<file path="config.mk">
export PLATFORM = sky130hd
export DESIGN_NAME = serial_sbox_layer
export DESIGN_NICKNAME = d
export VERILOG_FILES = /design/src/rtl/swan_pkg.sv /design/src/rtl/serial_sbox_slice.sv /design/src/rtl/serial_sbox_layer.sv
export SDC_FILE = /design/constraint.sdc
export NUM_CORES = 1
export LEC_CHECK = 0
export CAP_MARGIN = 15
export CORE_UTILIZATION = 45
export CTS_CLUSTER_DIAMETER = 30
export DETAILED_ROUTE_END_ITERATION = 10
export PLACE_DENSITY = 0.8
export RECOVER_POWER = 100
export SLEW_MARGIN = 20
export SYNTH_ARGS = -nofsm -noshare
export SYNTH_HDL_FRONTEND = slang
export SYNTH_SLANG_ARGS = --single-unit
</file>
<file path="constraint.sdc">
create_clock -name clk -period 2.75 [get_ports clk]
set_input_delay 0.6875 -clock clk [delete_from_list [all_inputs] [get_ports clk]]
set_output_delay 0.6875 -clock clk [all_outputs]
set_load 0.01 [all_outputs]
</file>
<file path="src/rtl/swan_pkg.sv">
// Shared SWAN128 constants: half-block geometry, the 4-bit S-box and the
// state encoding used by the serial S-box layer.
package swan_pkg;

    localparam int unsigned BLOCK_SIZE  = 128;
    localparam int unsigned SIDE_SIZE   = BLOCK_SIZE / 2;
    localparam int unsigned COLUMN_SIZE = SIDE_SIZE / 4;

    // Entry i sits at packed index i, so entry 0 is the rightmost nibble.
    localparam logic [15:0][3:0] SBOX4 = {
        4'hE, 4'h8, 4'h0, 4'h5, 4'h7, 4'hB, 4'hD, 4'h2,
        4'h9, 4'h3, 4'hF, 4'h6, 4'hC, 4'h4, 4'hA, 4'h1
    };

    typedef enum logic [1:0] {
        IDLE = 2'd0,
        BUSY = 2'd1,
        DONE = 2'd2
    } sbox_state_e;

    function automatic logic [3:0] sbox4(input logic [3:0] x);
        return SBOX4[x];
    endfunction

endpackage

</file>
<file path="src/rtl/serial_sbox_slice.sv">
// Combinational S-box bank: substitutes SBOX_PER_CYCLE bitsliced columns.
// Row 0 carries the nibble MSB, row 3 the LSB.
module serial_sbox_slice
    import swan_pkg::*;
#(
    parameter int unsigned SBOX_PER_CYCLE = 4
) (
    input  logic [3:0][0:SBOX_PER_CYCLE-1] rows_i,
    output logic [3:0][0:SBOX_PER_CYCLE-1] rows_o
);

    for (genvar c = 0; c < SBOX_PER_CYCLE; c++) begin : g_col
        logic [3:0] nib_in;
        logic [3:0] nib_out;

        assign nib_in       = {rows_i[0][c], rows_i[1][c], rows_i[2][c], rows_i[3][c]};
        assign nib_out      = sbox4(nib_in);
        assign rows_o[0][c] = nib_out[3];
        assign rows_o[1][c] = nib_out[2];
        assign rows_o[2][c] = nib_out[1];
        assign rows_o[3][c] = nib_out[0];
    end

endmodule

</file>
<file path="src/rtl/serial_sbox_layer.sv">
// Serial SWAN128 nonlinear stage: substitutes a 64-bit half-block one column
// group per clock and hands the result downstream over valid/ready.
module serial_sbox_layer
    import swan_pkg::*;
#(
    parameter int unsigned SBOX_PER_CYCLE = 4
) (
    input  logic                 clk,
    input  logic                 rst,
    input  logic                 in_valid,
    output logic                 in_ready,
    input  logic [0:SIDE_SIZE-1] in_data,
    output logic                 out_valid,
    input  logic                 out_ready,
    output logic [0:SIDE_SIZE-1] out_data
);

    localparam int unsigned GROUPS = COLUMN_SIZE / SBOX_PER_CYCLE;
    localparam int unsigned CNT_W  = (GROUPS > 1) ? $clog2(GROUPS) : 1;
    localparam int unsigned IDX_W  = $clog2(SIDE_SIZE);
    localparam logic [CNT_W-1:0] LAST_GRP = CNT_W'(GROUPS - 1);

    if ((COLUMN_SIZE % SBOX_PER_CYCLE) != 0) begin : g_bad_cfg
        $error("serial_sbox_layer: SBOX_PER_CYCLE must divide COLUMN_SIZE");
    end

    sbox_state_e                         state_q, state_d;
    logic [0:SIDE_SIZE-1]                st_q, st_d;
    logic [CNT_W-1:0]                    cnt_q, cnt_d;
    logic                                in_ready_q, out_valid_q;
    logic [3:0][0:SBOX_PER_CYCLE-1]      grp_in, grp_out;

    // Pick the four row slices of the current column group.
    always_comb begin
        grp_in = '0;
        for (int r = 0; r < 4; r++) begin
            grp_in[r] = st_q[IDX_W'(r * COLUMN_SIZE + 32'(cnt_q) * SBOX_PER_CYCLE) +: SBOX_PER_CYCLE];
        end
    end

    serial_sbox_slice #(
        .SBOX_PER_CYCLE(SBOX_PER_CYCLE)
    ) u_slice (
        .rows_i(grp_in),
        .rows_o(grp_out)
    );

    always_comb begin
        state_d = state_q;
        st_d    = st_q;
        cnt_d   = cnt_q;
        unique case (state_q)
            IDLE: begin
                if (in_valid) begin
                    st_d    = in_data;
                    cnt_d   = '0;
                    state_d = BUSY;
                end
            end
            BUSY: begin
                for (int r = 0; r < 4; r++) begin
                    st_d[IDX_W'(r * COLUMN_SIZE + 32'(cnt_q) * SBOX_PER_CYCLE) +: SBOX_PER_CYCLE] = grp_out[r];
                end
                if (cnt_q == LAST_GRP) begin
                    cnt_d   = '0;
                    state_d = DONE;
                end else begin
                    cnt_d = cnt_q + CNT_W'(1);
                end
            end
            DONE: begin
                if (out_ready) begin
                    state_d = IDLE;
                end
            end
            default: begin
                state_d = IDLE;
            end
        endcase
    end

    // Handshake flags are registered from the next state so they line up with it.
    always_ff @(posedge clk) begin
        if (rst) begin
            state_q     <= IDLE;
            st_q        <= '0;
            cnt_q       <= '0;
            in_ready_q  <= 1'b1;
            out_valid_q <= 1'b0;
        end else begin
            state_q     <= state_d;
            st_q        <= st_d;
            cnt_q       <= cnt_d;
            in_ready_q  <= (state_d == IDLE);
            out_valid_q <= (state_d == DONE);
        end
    end

    assign in_ready  = in_ready_q;
    assign out_valid = out_valid_q;
    assign out_data  = st_q;

endmodule

</file>
==> results.txt <==
Status = complete, no violations
Tmin final = 2670 ps
Vias per inst = 6.93
CP cell instances = buf_4 -> mux2_4 -> mux4_2 -> or4b_1 -> and3_1
Clock Pin Slew Worst Setup and Hold Paths = 60 ps
Critical path's slowest cell = dfxtp_2
Cell Int Power = 2.71 mW
Post-synth EDFFs = 0
Antenna viol nets, final = 0
Detailed placer's ending HPWL = 15.5 mm
Io pins = 134
DR vias = 6475
Die H = 113 µm
Total GRT Usage = 0.339
DRT Wirelength = 21.6 mm
Largest net degree at the start of global routing = 49
Drt first-iter violations = 730
Worst-Skew Late Latency = 340 ps
Startpoint types = flip-flop
Area growth, synth to finish = 36.2%
Synthesized flop and latch total = 70
Synth Net Count = 725
DRC = 0
Clk root buf = clkbuf_16
Cells after Synth = 645
Nets = 864
R2R depth = 5
Fmax = 0.375 GHz
Worst path depth = 5
FP Rows = 40
YS warnings = 0
Hold Path Sink = out_data[8]$_SDFFE_PP0P_
CP Capture Type = flip-flop
Critical Setup Path Class = reg2reg
Clk pwr share = 0.324
Commonest non-fill, non-tap cells in the layout = 69 x dfxtp_1, 67 x clkdlybuf4s50_1, 66 x dlygate4sd3_1
Most common cell after layout, fill and taps aside = dfxtp_1
First-pass GRT wire length = 33.3 mm
Initial Util = 0.460
Die area = 12700 µm²
Seq/Total Area, Yosys = 0.255
Comb pwr share = 0.375
Final WS setup = 84.1 ps
Max IR drop VDD = 0.000369 V
Wire length on met3 = 2.54 mm
R2R Setup Slk = 80 ps
Final TNS setup = 0 ps
TritonRoute pass-1 iters = 6
Finish-stage setup viols = 0
H-Tree Depth = 3
Multi-input logic area = 3740 µm²
Clock sinks = 70
R2R Path Start = cnt_q[0]$_SDFFE_PP0P_
Vias in the first global route = 6399
Post-synthesis async set-or-reset flop share = 0
Initial antenna violation count = 0
Met2 WL = 9.90 mm
Reg-to-reg endpoint = out_data[46]$_SDFFE_PP0P_
Worst-Margin Slew = 1420 ps
Routed metal-1 wirelength = 8.25 mm
TritonCTS buffer count = 9
DR WL/cell = 23.1 µm
Congestion Overflow GR = 0
PD cells = 563 nW/µm²
Chip width = 113 µm
CTS tree = yes
Pins Over Slew Limit = 0
NetSw = 1.51 mW
HP Class = reg2reg
PnR Total Power = 4.22 mW
Leak = 2.90 nW
Final period util = 0.969
Top Layer Used = met4
Cell variety after synth = 45
Sw Share = 0.357
Share of layout cells above drive strength 1 = 0.132
Main flop type after synthesis = dfxtp_1
Register area = 1400 µm²
Core ar. = 12000 µm²
Max stage delay on crit path = 710 ps
Synthesized area per cell = 8.53 µm²
Crit path buf inv count = 1
Mapped Area = 5500 µm²
MaxCap Viol Count = 0
# diodes = 0
FILL cells = 982
Setup WS pre-CTS = 77.8 ps
Required time of the critical path = 2980 ps
Placer's final routability congestion estimate = 1.02
CP arrival = 2900 ps
RSZ-0062 raised after global routing = no
Clock Skew = 6.38 ps
CTS max path bufs = 2
Hold depth = 2
Buffers on Ports = 133
Hold Fails Final Rpt = 0
Slew margin rel. = 0.0561
Worst Path Max Fanout = 18
Seq pwr share = 0.301
Worst path top cell family by delay = multiplexers
Hold Crit Start = out_data[8]$_SDFFE_PP0P_
per-stage QoR:
stage	hold slack (ps)	area (µm²)	cells	util
2_1_floorplan	533	5500	645	-
3_3_place_gp	534	7160	920	0.599
3_5_place_dp	534	7160	920	0.599
4_1_cts	541	7500	935	0.627
5_1_grt	568	7490	935	0.626
6_report	550	7490	935	0.626
cell families after synthesis:
family                   count (synthesis)  synth area share
AO/OA/AOI/OAI                          199             0.258
XOR/XNOR                                 8            0.0127
adder cells (fa/ha/maj)                 12            0.0273
buffers and inverters                   81            0.0666
flip-flops                              70             0.255
multiplexers                            53             0.150
AND/OR/NAND/NOR                        222             0.231
Yosys cell counts (3+ instances only):
master,instances,area [µm²]
clkbuf_1,42,158
o41a_1,3,33.8
buf_2,7,35.0
a211o_1,32,280
nor2_1,22,82.6
a31oi_1,12,75.1
and2_1,16,100
nand2b_1,6,37.5
and3_1,12,75.1
a211oi_1,20,150
o21ai_0,21,105
o211ai_1,20,150
nand4_1,44,275
nand2_1,35,131
inv_1,23,86.3
ha_1,12,150
a2bb2oi_1,12,105
or4_1,16,120
mux2_2,10,113
mux2_4,6,90.1
nor3_1,26,130
nand4b_1,7,61.3
o2bb2ai_1,20,175
o2111ai_1,12,105
buf_4,3,22.5
mux4_2,20,450
dfxtp_1,70,1400
a21oi_1,45,225
nand3_1,16,80.1
or4b_1,9,90.1
mux2i_1,15,150
xor2_1,8,70.1
nor2b_1,4,25.0
or2_1,5,31.3
routing by layer:
layer | vias up | GRT usage
met1 | 3067 | 0.421
met5 | - | 0
li1 | 2823 | -
met4 | 0 | 0.191
met3 | 92 | 0.0848
met2 | 493 | 0.538
flip-flops by register name, summed over array words and instances (netlist names):
name	count
cnt_q	2
out_valid	1
out_data	64
in_ready	1
state_q	2
what timing repair did:
item,in CTS,in global routing
setup endpoints to repair,0,4
setup buffers,0,0
resized for setup,0,1
hold buffers,0,0
endpoints found under the hold margin,0,0
tightest hold or removal path, cell delays in order (launching register included):
cell and delay, ps:
dfxtp_1 350, nor2_1 110, a211oi_1 50
worst max-delay path by stage:
stage | end | slack [ps] | start
2_1_floorplan | out_data[60]$_SDFFE_PP0P_ | 490 | cnt_q[0]$_SDFFE_PP0P_
3_3_place_gp | out_data[35]$_SDFFE_PP0P_ | 130 | in_valid
3_5_place_dp | out_data[33]$_SDFFE_PP0P_ | 80 | in_valid
4_1_cts | out_data[46]$_SDFFE_PP0P_ | 120 | cnt_q[0]$_SDFFE_PP0P_
5_1_grt | out_data[52]$_SDFFE_PP0P_ | 20 | cnt_q[0]$_SDFFE_PP0P_
6_report | out_data[46]$_SDFFE_PP0P_ | 80 | cnt_q[0]$_SDFFE_PP0P_
power by group through the flow:
stage	clock, mW	combinational (mW)	sequential, mW
after floorplan	0	0.874	1.28
after global placement	0	1.52	1.29
after detailed placement	0	1.57	1.29
after CTS	1.35	1.58	1.27
after global routing	1.41	1.68	1.28
final	1.37	1.58	1.27
final cells by class:
| class | instances | share of cell area |
|---|---|---|
| clock buffer | 9 | 0.0301 |
| clock inverter | 6 | 0.0149 |
| inverter | 24 | 0.0120 |
| multi-input combinational | 494 | 0.499 |
| sequential | 70 | 0.187 |
| tap | 147 | 0.0245 |
| timing repair buffer | 185 | 0.232 |
(Power assumes the default switching activity.)
